===== src/rtl/lsu_mem_ctrl_if.sv =====
// rtl/lsu_mem_ctrl_if.sv - request/response/memory bus of the load/store controller
//
// Purpose: bundles the pipeline-side request/response handshake and the
//          word-addressed data memory port of lsu_mem_ctrl.
// Signals (slave = controller view):
//   req_valid, req_we, req_funct3[2:0], req_addr[31:0], req_wdata[31:0]  in
//   req_ready                                                            out
//   resp_valid, resp_rdata[31:0], resp_err                               out
//   mem_addr[31:0], mem_rd_en, mem_wr_en, mem_wr_data[31:0]              out
//   mem_rdata[31:0]                                                      in
interface lsu_mem_ctrl_if;
  logic        req_valid;
  logic        req_ready;
  logic        req_we;
  logic [2:0]  req_funct3;
  logic [31:0] req_addr;
  logic [31:0] req_wdata;
  logic        resp_valid;
  logic [31:0] resp_rdata;
  logic        resp_err;
  logic [31:0] mem_addr;
  logic        mem_rd_en;
  logic        mem_wr_en;
  logic [31:0] mem_wr_data;
  logic [31:0] mem_rdata;

  modport slave (
    input  req_valid, req_we, req_funct3, req_addr, req_wdata, mem_rdata,
    output req_ready, resp_valid, resp_rdata, resp_err,
           mem_addr, mem_rd_en, mem_wr_en, mem_wr_data
  );

  modport master (
    output req_valid, req_we, req_funct3, req_addr, req_wdata, mem_rdata,
    input  req_ready, resp_valid, resp_rdata, resp_err,
           mem_addr, mem_rd_en, mem_wr_en, mem_wr_data
  );
endinterface


===== src/rtl/lsu_mem_ctrl.sv =====
// rtl/lsu_mem_ctrl.sv - RV32I load/store controller in front of a word-addressed memory
//
// Purpose: accepts byte-addressed loads/stores, turns them into word read and
//          write cycles (read-modify-write for SB/SH) and returns extended load
//          data or an error flag as a one-cycle response pulse.
// Ports:
//   clk    in  clock, rising edge
//   rst_n  in  asynchronous active-low reset
//   bus    lsu_mem_ctrl_if.slave  request/response handshake and memory port
// Parameters:
//   DEPTH  number of 32-bit words in the attached memory
module lsu_mem_ctrl #(
  parameter int DEPTH = 64
) (
  input  logic          clk,
  input  logic          rst_n,
  lsu_mem_ctrl_if.slave bus
);

  typedef enum logic [1:0] {
    IDLE = 2'd0,
    RD   = 2'd1,
    WR   = 2'd2,
    DONE = 2'd3
  } state_t;

  state_t      state_q, state_d;
  logic [1:0]  lane_q, lane_d;
  logic        we_q, we_d;
  logic [2:0]  funct3_q, funct3_d;
  logic [31:0] wdata_q, wdata_d;
  logic [31:0] word_q, word_d;
  logic [31:0] mem_addr_q, mem_addr_d;
  logic [31:0] resp_rdata_q, resp_rdata_d;
  logic        resp_err_q, resp_err_d;

  logic        accept;
  logic        req_err;

  function automatic logic check_err(input logic we, input logic [2:0] f3,
                                     input logic [31:0] addr);
    logic legal;
    logic misaligned;
    logic out_of_range;
    if (we) legal = (f3 == 3'b000) || (f3 == 3'b001) || (f3 == 3'b010);
    else    legal = (f3 == 3'b000) || (f3 == 3'b001) || (f3 == 3'b010) ||
                    (f3 == 3'b100) || (f3 == 3'b101);
    // funct3[1:0] encodes the access size for every legal opcode
    misaligned   = ((f3[1:0] == 2'b01) && addr[0]) ||
                   ((f3[1:0] == 2'b10) && (addr[1:0] != 2'b00));
    out_of_range = ({2'b00, addr[31:2]} >= 32'(DEPTH));
    return !legal || misaligned || out_of_range;
  endfunction

  function automatic logic [31:0] load_extract(input logic [31:0] word,
                                               input logic [2:0] f3,
                                               input logic [1:0] lane);
    logic [7:0]  b;
    logic [15:0] h;
    logic [31:0] res;
    case (lane)
      2'd0:    b = word[7:0];
      2'd1:    b = word[15:8];
      2'd2:    b = word[23:16];
      default: b = word[31:24];
    endcase
    h = lane[1] ? word[31:16] : word[15:0];
    case (f3)
      3'b000:  res = {{24{b[7]}}, b};
      3'b001:  res = {{16{h[15]}}, h};
      3'b100:  res = {24'h0, b};
      3'b101:  res = {16'h0, h};
      default: res = word;
    endcase
    return res;
  endfunction

  function automatic logic [31:0] store_merge(input logic [31:0] word,
                                              input logic [2:0] f3,
                                              input logic [1:0] lane,
                                              input logic [31:0] wdata);
    logic [31:0] res;
    res = word;
    case (f3)
      3'b000: begin
        case (lane)
          2'd0:    res[7:0]   = wdata[7:0];
          2'd1:    res[15:8]  = wdata[7:0];
          2'd2:    res[23:16] = wdata[7:0];
          default: res[31:24] = wdata[7:0];
        endcase
      end
      3'b001: begin
        if (lane[1]) res[31:16] = wdata[15:0];
        else         res[15:0]  = wdata[15:0];
      end
      // SW never visits RD, so the captured word is stale and fully replaced
      default: res = wdata;
    endcase
    return res;
  endfunction

  assign accept  = bus.req_valid && bus.req_ready;
  assign req_err = check_err(bus.req_we, bus.req_funct3, bus.req_addr);

  // State register
  always_ff @(posedge clk or negedge rst_n) begin
    if (!rst_n) state_q <= IDLE;
    else        state_q <= state_d;
  end

  // Next-state logic
  always_comb begin
    state_d = state_q;
    case (state_q)
      IDLE: begin
        if (accept) begin
          if (req_err)                                    state_d = DONE;
          else if (bus.req_we && bus.req_funct3 == 3'b010) state_d = WR;
          else                                            state_d = RD;
        end
      end
      RD:      state_d = we_q ? WR : DONE;
      WR:      state_d = DONE;
      default: state_d = IDLE;
    endcase
  end

  // Datapath registers
  always_ff @(posedge clk or negedge rst_n) begin
    if (!rst_n) begin
      lane_q       <= 2'b00;
      we_q         <= 1'b0;
      funct3_q     <= 3'b000;
      wdata_q      <= 32'h0;
      word_q       <= 32'h0;
      mem_addr_q   <= 32'h0;
      resp_rdata_q <= 32'h0;
      resp_err_q   <= 1'b0;
    end else begin
      lane_q       <= lane_d;
      we_q         <= we_d;
      funct3_q     <= funct3_d;
      wdata_q      <= wdata_d;
      word_q       <= word_d;
      mem_addr_q   <= mem_addr_d;
      resp_rdata_q <= resp_rdata_d;
      resp_err_q   <= resp_err_d;
    end
  end

  always_comb begin
    lane_d       = lane_q;
    we_d         = we_q;
    funct3_d     = funct3_q;
    wdata_d      = wdata_q;
    word_d       = word_q;
    mem_addr_d   = mem_addr_q;
    // response fields are only non-zero during the DONE cycle
    resp_rdata_d = 32'h0;
    resp_err_d   = 1'b0;
    case (state_q)
      IDLE: begin
        if (accept) begin
          lane_d   = bus.req_addr[1:0];
          we_d     = bus.req_we;
          funct3_d = bus.req_funct3;
          wdata_d  = bus.req_wdata;
          // an erroring request never touches memory, so mem_addr keeps
          // pointing at the last real access
          if (req_err) resp_err_d = 1'b1;
          else         mem_addr_d = {2'b00, bus.req_addr[31:2]};
        end
      end
      RD: begin
        word_d = bus.mem_rdata;
        if (!we_q) resp_rdata_d = load_extract(bus.mem_rdata, funct3_q, lane_q);
      end
      default: ;
    endcase
  end

  // Outputs decoded from state
  always_comb begin
    // req_ready is gated by rst_n so it reads 0 while reset is held
    bus.req_ready   = rst_n && (state_q == IDLE);
    bus.mem_rd_en   = (state_q == RD);
    bus.mem_wr_en   = (state_q == WR);
    bus.mem_wr_data = (state_q == WR) ? store_merge(word_q, funct3_q, lane_q, wdata_q)
                                      : 32'h0;
    bus.resp_valid  = (state_q == DONE);
    bus.resp_rdata  = resp_rdata_q;
    bus.resp_err    = resp_err_q;
    bus.mem_addr    = mem_addr_q;
  end

endmodule


===== src/flat_wrapper.sv =====
// flat-port wrapper written by rule: the top's interface ports become plain ports
module lsu_mem_ctrl_flat 
#(
  parameter int DEPTH = 64
)
  (clk, rst_n, bus_req_valid, bus_req_we, bus_req_funct3, bus_req_addr, bus_req_wdata, bus_mem_rdata, bus_req_ready, bus_resp_valid, bus_resp_rdata, bus_resp_err, bus_mem_addr, bus_mem_rd_en, bus_mem_wr_en, bus_mem_wr_data);
  lsu_mem_ctrl_if bus_i ();
  input  logic clk;
  input  logic rst_n;
  input wire logic [$bits(bus_i.req_valid)-1:0] bus_req_valid;
  input wire logic [$bits(bus_i.req_we)-1:0] bus_req_we;
  input wire logic [$bits(bus_i.req_funct3)-1:0] bus_req_funct3;
  input wire logic [$bits(bus_i.req_addr)-1:0] bus_req_addr;
  input wire logic [$bits(bus_i.req_wdata)-1:0] bus_req_wdata;
  input wire logic [$bits(bus_i.mem_rdata)-1:0] bus_mem_rdata;
  output wire logic [$bits(bus_i.req_ready)-1:0] bus_req_ready;
  output wire logic [$bits(bus_i.resp_valid)-1:0] bus_resp_valid;
  output wire logic [$bits(bus_i.resp_rdata)-1:0] bus_resp_rdata;
  output wire logic [$bits(bus_i.resp_err)-1:0] bus_resp_err;
  output wire logic [$bits(bus_i.mem_addr)-1:0] bus_mem_addr;
  output wire logic [$bits(bus_i.mem_rd_en)-1:0] bus_mem_rd_en;
  output wire logic [$bits(bus_i.mem_wr_en)-1:0] bus_mem_wr_en;
  output wire logic [$bits(bus_i.mem_wr_data)-1:0] bus_mem_wr_data;
  assign bus_i.req_valid = bus_req_valid;
  assign bus_i.req_we = bus_req_we;
  assign bus_i.req_funct3 = bus_req_funct3;
  assign bus_i.req_addr = bus_req_addr;
  assign bus_i.req_wdata = bus_req_wdata;
  assign bus_i.mem_rdata = bus_mem_rdata;
  assign bus_req_ready = bus_i.req_ready;
  assign bus_resp_valid = bus_i.resp_valid;
  assign bus_resp_rdata = bus_i.resp_rdata;
  assign bus_resp_err = bus_i.resp_err;
  assign bus_mem_addr = bus_i.mem_addr;
  assign bus_mem_rd_en = bus_i.mem_rd_en;
  assign bus_mem_wr_en = bus_i.mem_wr_en;
  assign bus_mem_wr_data = bus_i.mem_wr_data;
  lsu_mem_ctrl #(.DEPTH(DEPTH)) u_core (.clk(clk), .rst_n(rst_n), .bus(bus_i));
endmodule

===== config.mk =====
export PLATFORM = sky130hd
export DESIGN_NAME = lsu_mem_ctrl_flat
export DESIGN_NICKNAME = d
export VERILOG_FILES = /design/src/rtl/lsu_mem_ctrl_if.sv /design/src/rtl/lsu_mem_ctrl.sv /design/src/flat_wrapper.sv
export SDC_FILE = /design/constraint.sdc
export NUM_CORES = 1
export LEC_CHECK = 0
export CAP_MARGIN = 20
export CORE_MARGIN = 4
export CORE_UTILIZATION = 50
export DETAILED_ROUTE_END_ITERATION = 16
export GPL_TIMING_DRIVEN = 0
export PLACE_DENSITY = 0.95
export RECOVER_POWER = 50
export SYNTH_ARGS = -nofsm -noshare
export SYNTH_HDL_FRONTEND = slang
export SYNTH_SLANG_ARGS = --single-unit

===== constraint.sdc =====
create_clock -name clk -period 3.5 [get_ports clk]
set_clock_uncertainty 0.15 [all_clocks]
set_input_delay 1.05 -clock clk [delete_from_list [all_inputs] [get_ports clk]]
set_output_delay 1.05 -clock clk [all_outputs]
set_load 0.02 [all_outputs]

Yosys cells after proc, flatten, opt, wreduce, memory -nomap -nowiden

Cells that the tools add are included.

Magnitude comparators: 1
Equality and inequality tests: 15
Multiplexer cells: 22
Bitwise gates (word level): 1
Reduce and logical (&&, ||, !) cells: 21

Operator list:

| kind                                                                                 | count |
|---|---|
| 32-bit one-hot mux with 4 select lines                                               | 1 |
| 32-bit 2-to-1 mux                                                                    | 3 |
| 32-bit one-hot mux with 2 select lines                                               | 1 |
| 16-bit 2-to-1 mux                                                                    | 3 |
| 8-bit 2-to-1 mux                                                                     | 4 |
| 30-bit by 7-bit greater-or-equal comparator with 1-bit output, second input constant | 1 |
| 8-bit one-hot mux with 3 select lines                                                | 1 |
| 3-bit == test, second input constant                                                 | 4 |
| 2-bit == test, second input constant                                                 | 4 |
| 1-bit logical OR                                                                     | 7 |
| 2-bit by 1-bit == test with 1-bit output, second input constant                      | 3 |
| 3-bit by 1-bit == test with 1-bit output, second input constant                      | 2 |
| 3-bit zero test                                                                      | 2 |
| 2-bit 2-to-1 mux                                                                     | 3 |
| 2-bit one-hot mux with 3 select lines                                                | 1 |
| 1-bit logical AND                                                                    | 5 |
| 1-bit 2-to-1 mux                                                                     | 5 |
| 2-bit zero test                                                                      | 2 |
| 3-bit by 2-bit == test with 1-bit output, second input constant                      | 1 |
| 3-bit AND reduction                                                                  | 1 |
| 3-bit OR reduction                                                                   | 1 |
| 2-bit by 1-bit != test with 1-bit output, second input constant                      | 1 |
| 2-bit AND reduction                                                                  | 1 |
| 2-bit nonzero test                                                                   | 1 |
| other kinds (2)                                                                      | 2 |

Register bits after elaboration: 135
Input port bits: 103

Logic depth before layout (Yosys ltp)

Depth after elaboration: 12
Gate-level depth with buffers: 8

Worst setup path after synthesis

Ideal clock, no wire load.

Path type: register to output
Start: reg u_core.funct3_q[0]
End: out bus_mem_wr_data[14]
Arrival: 1723 ps
Path slack: 577 ps
Cell stages (with the launch flop): 6
Path buffers: 1
Cell sequence: dfrtp_1 -> clkbuf_1 -> or2_2 -> a21oi_1 -> nand2_1 -> a31oi_1

Word-level cells in the longest chain between the ends: 3

Ends and longest elaborated chain:

| element                                                                     | RTL line            | text |
|---|---|---|
| from (decl)                                                                 | lsu_mem_ctrl.sv:30  | `logic [2:0] funct3_q, funct3_d;` |
| from (signal assigned)                                                      | lsu_mem_ctrl.sv:143 | `funct3_q <= funct3_d;` |
| 3-bit by 1-bit == test with 1-bit output or 3-bit zero test (tied branches) | lsu_mem_ctrl.sv:84  | `case (f3)` |
| 32-bit one-hot mux with 2 select lines *                                    | lsu_mem_ctrl.sv:84  |  |
| 32-bit 2-to-1 mux *                                                         | lsu_mem_ctrl.sv:189 | `bus.mem_wr_data = (state_q == WR) ? store_merge(word_q, funct3_q, lane_q, wdata_q)` |
| to (decl)                                                                   | flat_wrapper.sv:23  | `output wire logic [$bits(bus_i.mem_wr_data)-1:0] bus_mem_wr_data;` |

Every way passes the cells marked *; elsewhere a longest branch is shown, timed or not.

Worst setup path in the final report

Start: reg u_core.lane_q[1]
End: out bus_mem_wr_data[29]

Word-level cells in the longest chain between the ends: 5

Ends and longest elaborated chain:

| element                                                                | RTL line            | text |
|---|---|---|
| from (decl)                                                            | lsu_mem_ctrl.sv:28  | `logic [1:0] lane_q, lane_d;` |
| from (signal assigned)                                                 | lsu_mem_ctrl.sv:141 | `lane_q <= lane_d;` |
| 2-bit by 1-bit == test with 1-bit output, or another cell as far along | lsu_mem_ctrl.sv:86  | `case (lane)` |
| 3-bit OR reduction (no source line)                                    | --                  |  |
| 8-bit 2-to-1 mux                                                       | lsu_mem_ctrl.sv:86  |  |
| 32-bit one-hot mux with 2 select lines *                               | lsu_mem_ctrl.sv:84  |  |
| 32-bit 2-to-1 mux *                                                    | lsu_mem_ctrl.sv:189 |  |

Marked as above.

==> results.py <==
metrics = {
    "critical_path": {
        "cpMaxStageDelayCell": "dfrtp_1",
        "crit_type": "flip-flop to primary output",
        "crit_fanout": 10,
        "cpPeakStageDelay_ns": 0.36,
        "cp_cell_sequence": "clkbuf_4, buf_6, and2_0, buf_2, a221oi_1, o21ai_1, o211a_1, clkdlybuf4s15_2",
        "path_buf_inv": 4,
        "crit_family": "buffers and inverters",
        "endpoint_kind": "primary output",
        "arrival_ns": 2.28,
        "startpoint_type": "flip-flop",
        "critical_path_required_ns": 2.30,
    },
    "yosys": {
        "synthAdderAreaFrac": 0.00785,
        "syn_area_per_cell_sq_um": 11.4,
        "syn_inst": 561,
        "synth-edff-count": 0,
        "synthSimpleGateAreaFrac": 0.140,
        "synth_compound_area_frac": 0.107,
        "synth_top_family_by_area": "multiplexers",
        "synth_seq_cells": 135,
        "ys_seq_area_frac": 0.530,
        "yosysUniqueCellTypes": 45,
        "synth_mux_area_frac": 0.177,
        "yosysWarnings": 0,
        "async_flop_share": 1.00,
        "synth-main-ff-cell": "dfrtp_1",
        "syn_area_sq_um": 6380,
        "synth-xor-area-share": 0,
    },
    "cells_and_area": {
        "fin_nets": 889,
        "fillers": 795,
        "area_growth_pct": 44.8,
        "drive_gt1_frac": 0.212,
        "final_common_cell": "clkdlybuf4s50_1",
        "fin_util": 0.753,
        "diodes": 0,
        "final_cell_mix": "167 x clkdlybuf4s50_1, 134 x dfrtp_1, 83 x mux2_2",
    },
    "cts": {
        "worstSkewPairLatency_ns": 0.42,
        "cts_buffer_depth": 2,
        "cts_root_buf": "clkbuf_16",
        "cts_made_buffers": 17,
        "htree_levels": 4,
        "cts_tree": "yes",
        "clk_pin_slew_ns": 0.05,
        "cts.sinks": 135,
        "ctsHoldBuffers": 0,
    },
    "place": {
        "place_congestion": 0.971,
        "pre_cts_ws_ns": -0.163,
        "io_buffers": 201,
        "dpl.hpwl_um": 15600,
    },
    "timing": {
        "setup_viol": 0,
        "rsz0062_at_grt": "true",
        "final_max_slew_viol_count": 0,
        "fin_crit_ns": 3.48,
        "fin_crit_sh": 0.996,
        "slew_headroom": 0.0974,
        "hold_viol_final": 0,
        "worst_slack_ns": 0.0154,
        "fmax_mhz": 287,
        "worst_pin_slew_ns": 1.35,
    },
    "detailed_routing": {
        "drtIter0Drc": 402,
        "drc_errors": 0,
        "vias_per_cell": 5.71,
        "num_vias": 5496,
        "wire_per_inst_um": 21.4,
        "wl_um": 20600,
        "ant_nets": 0,
        "firstDrtPassIters": 5,
    },
    "power_and_ir_drop": {
        "power_density_nw_per_um2": 869,
        "ir_drop_uv": 480,
        "leakage_uw": 0.00413,
    },
    "floorplan": {
        "fp.coreArea_sq_um": 12300,
        "die_area_sq_um": 14600,
        "row_count": 40,
        "die_h_um": 121,
        "start_util": 0.520,
        "dieWidth_um": 121,
        "io_pins": 204,
    },
    "job": {
        "maxCapViolCount": 0,
    },
    "hold_path": {
        "hold_path.class": "input port to asynchronous set/reset pin",
    },
    "status": {
        "status": "completed",
    },
    "grt": {
        "grt_usage": 0.283,
        "grt_max_degree": 102,
        "grt_pass1_wl_um": 31500,
        "antenna_found_initial": 0,
        "grt-ovfl-total": 0,
        "grt_pass1_vias": 5815,
    },
}
## worst register-to-register path, stage by stage (launching register included)
cell and delay (ns):
dfrtp_1 0.40, inv_1 0.11, ha_1 0.28, nand3_1 0.37, nor4b_4 0.46, buf_6 0.20, mux2_2 0.34
## power by group
part	switching [uW]	internal [uW]	leakage [uW]	total (uW)
combinational	2060	1680	0.00213	3730
clock	642	1090	0.000282	1730
sequential	460	2100	0.00172	2560
total	3160	4870	0.00413	8020
## worst paths after layout
kind | startpoint | to | slack [ns] | cells past startpoint
max in group asynchronous | rst_n | u_core.funct3_q[2] | 1.08 | 2
worst max register to register | u_core.state_q[1] | u_core.bus.mem_addr[5] | 1.08 | 6
worst min-delay path | rst_n | u_core.bus.mem_addr[19] | 0.36 | 1
min in group clk | u_core.wdata_q[26] | u_core.wdata_q[26] | 0.36 | 1
worst min register to register | u_core.wdata_q[26] | u_core.wdata_q[26] | 0.36 | 1
worst max-delay path | u_core.lane_q[1] | bus_mem_wr_data[29] | 0.02 | 8
## layer usage
layer  vias up  global-route usage  part of all wire
li1       2432                   -                 -
met1      2753               0.341              0.38
met2       261               0.479              0.51
met3        50              0.0802             0.078
met4         0               0.117             0.027
met5         -                   0                 0
## Yosys cell counts (all sizes together) (13+ instances only)
| master | n | share of area |
|---|---|---|
| o21ai | 15 | 0.012 |
| a221oi | 14 | 0.019 |
| buf | 14 | 0.013 |
| mux2i | 17 | 0.027 |
| dfrtp | 135 | 0.53 |
| nor2 | 36 | 0.021 |
| clkbuf | 30 | 0.018 |
| a21oi | 26 | 0.021 |
| inv | 13 | 0.0077 |
| nor3 | 19 | 0.015 |
| mux2 | 83 | 0.15 |
| nor2b | 48 | 0.047 |
| nand2 | 27 | 0.016 |
## area by class of cell
| cell class | count | area, sq um | share of cell area |
|---|---|---|---|
| Clock buffer | 22 | 474 | 0.0514 |
| Clock inverter | 9 | 100 | 0.0108 |
| Timing Repair Buffer | 203 | 1990 | 0.215 |
| Buffer | 42 | 218 | 0.0236 |
| Sequential cell | 135 | 3380 | 0.366 |
| Tap cell | 168 | 210 | 0.0228 |
| Inverter | 13 | 52.6 | 0.00569 |
| Multi-Input combinational cell | 370 | 2810 | 0.305 |
## sequential cells by signal, summed over array words and instances (netlist names)
signal / cells
u_core.funct3_q: 3
u_core.wdata_q: 32
u_core.word_q: 32
u_core.state_q: 2
u_core.bus.resp_err: 1
u_core.we_q: 1
u_core.bus.resp_rdata: 32
u_core.lane_q: 2
u_core.bus.mem_addr: 30
## kinds of logic after synthesis
group | count (synthesis)
simple gates | 166
flops | 135
mux | 101
compound gates | 97
buf+inv | 57
fa+ha+maj | 4
other cells | 1
## through the flow
step / TNS [ns] / area (sq um) / power, uW / cells / hold WS (ns)
detailed placement: -1.25 / 8630 / 6210 / 932 / 0.334
floorplan: 0 / 6380 / 4720 / 562 / 0.320
finish: 0 / 9230 / 8020 / 962 / 0.357
global route: -0.133 / 9230 / 8390 / 962 / 0.361
CTS: -0.00931 / 9250 / 7940 / 962 / 0.356
global placement: -844.41 / 8600 / 6060 / 931 / 0.330
## what timing repair did
item,CTS,global route
buffers inserted,1,0
resized for setup,71,30
pin swaps,1,0
endpoints found under the setup margin,32,20
No activity file was read; power rests on OpenSTA's default activity.
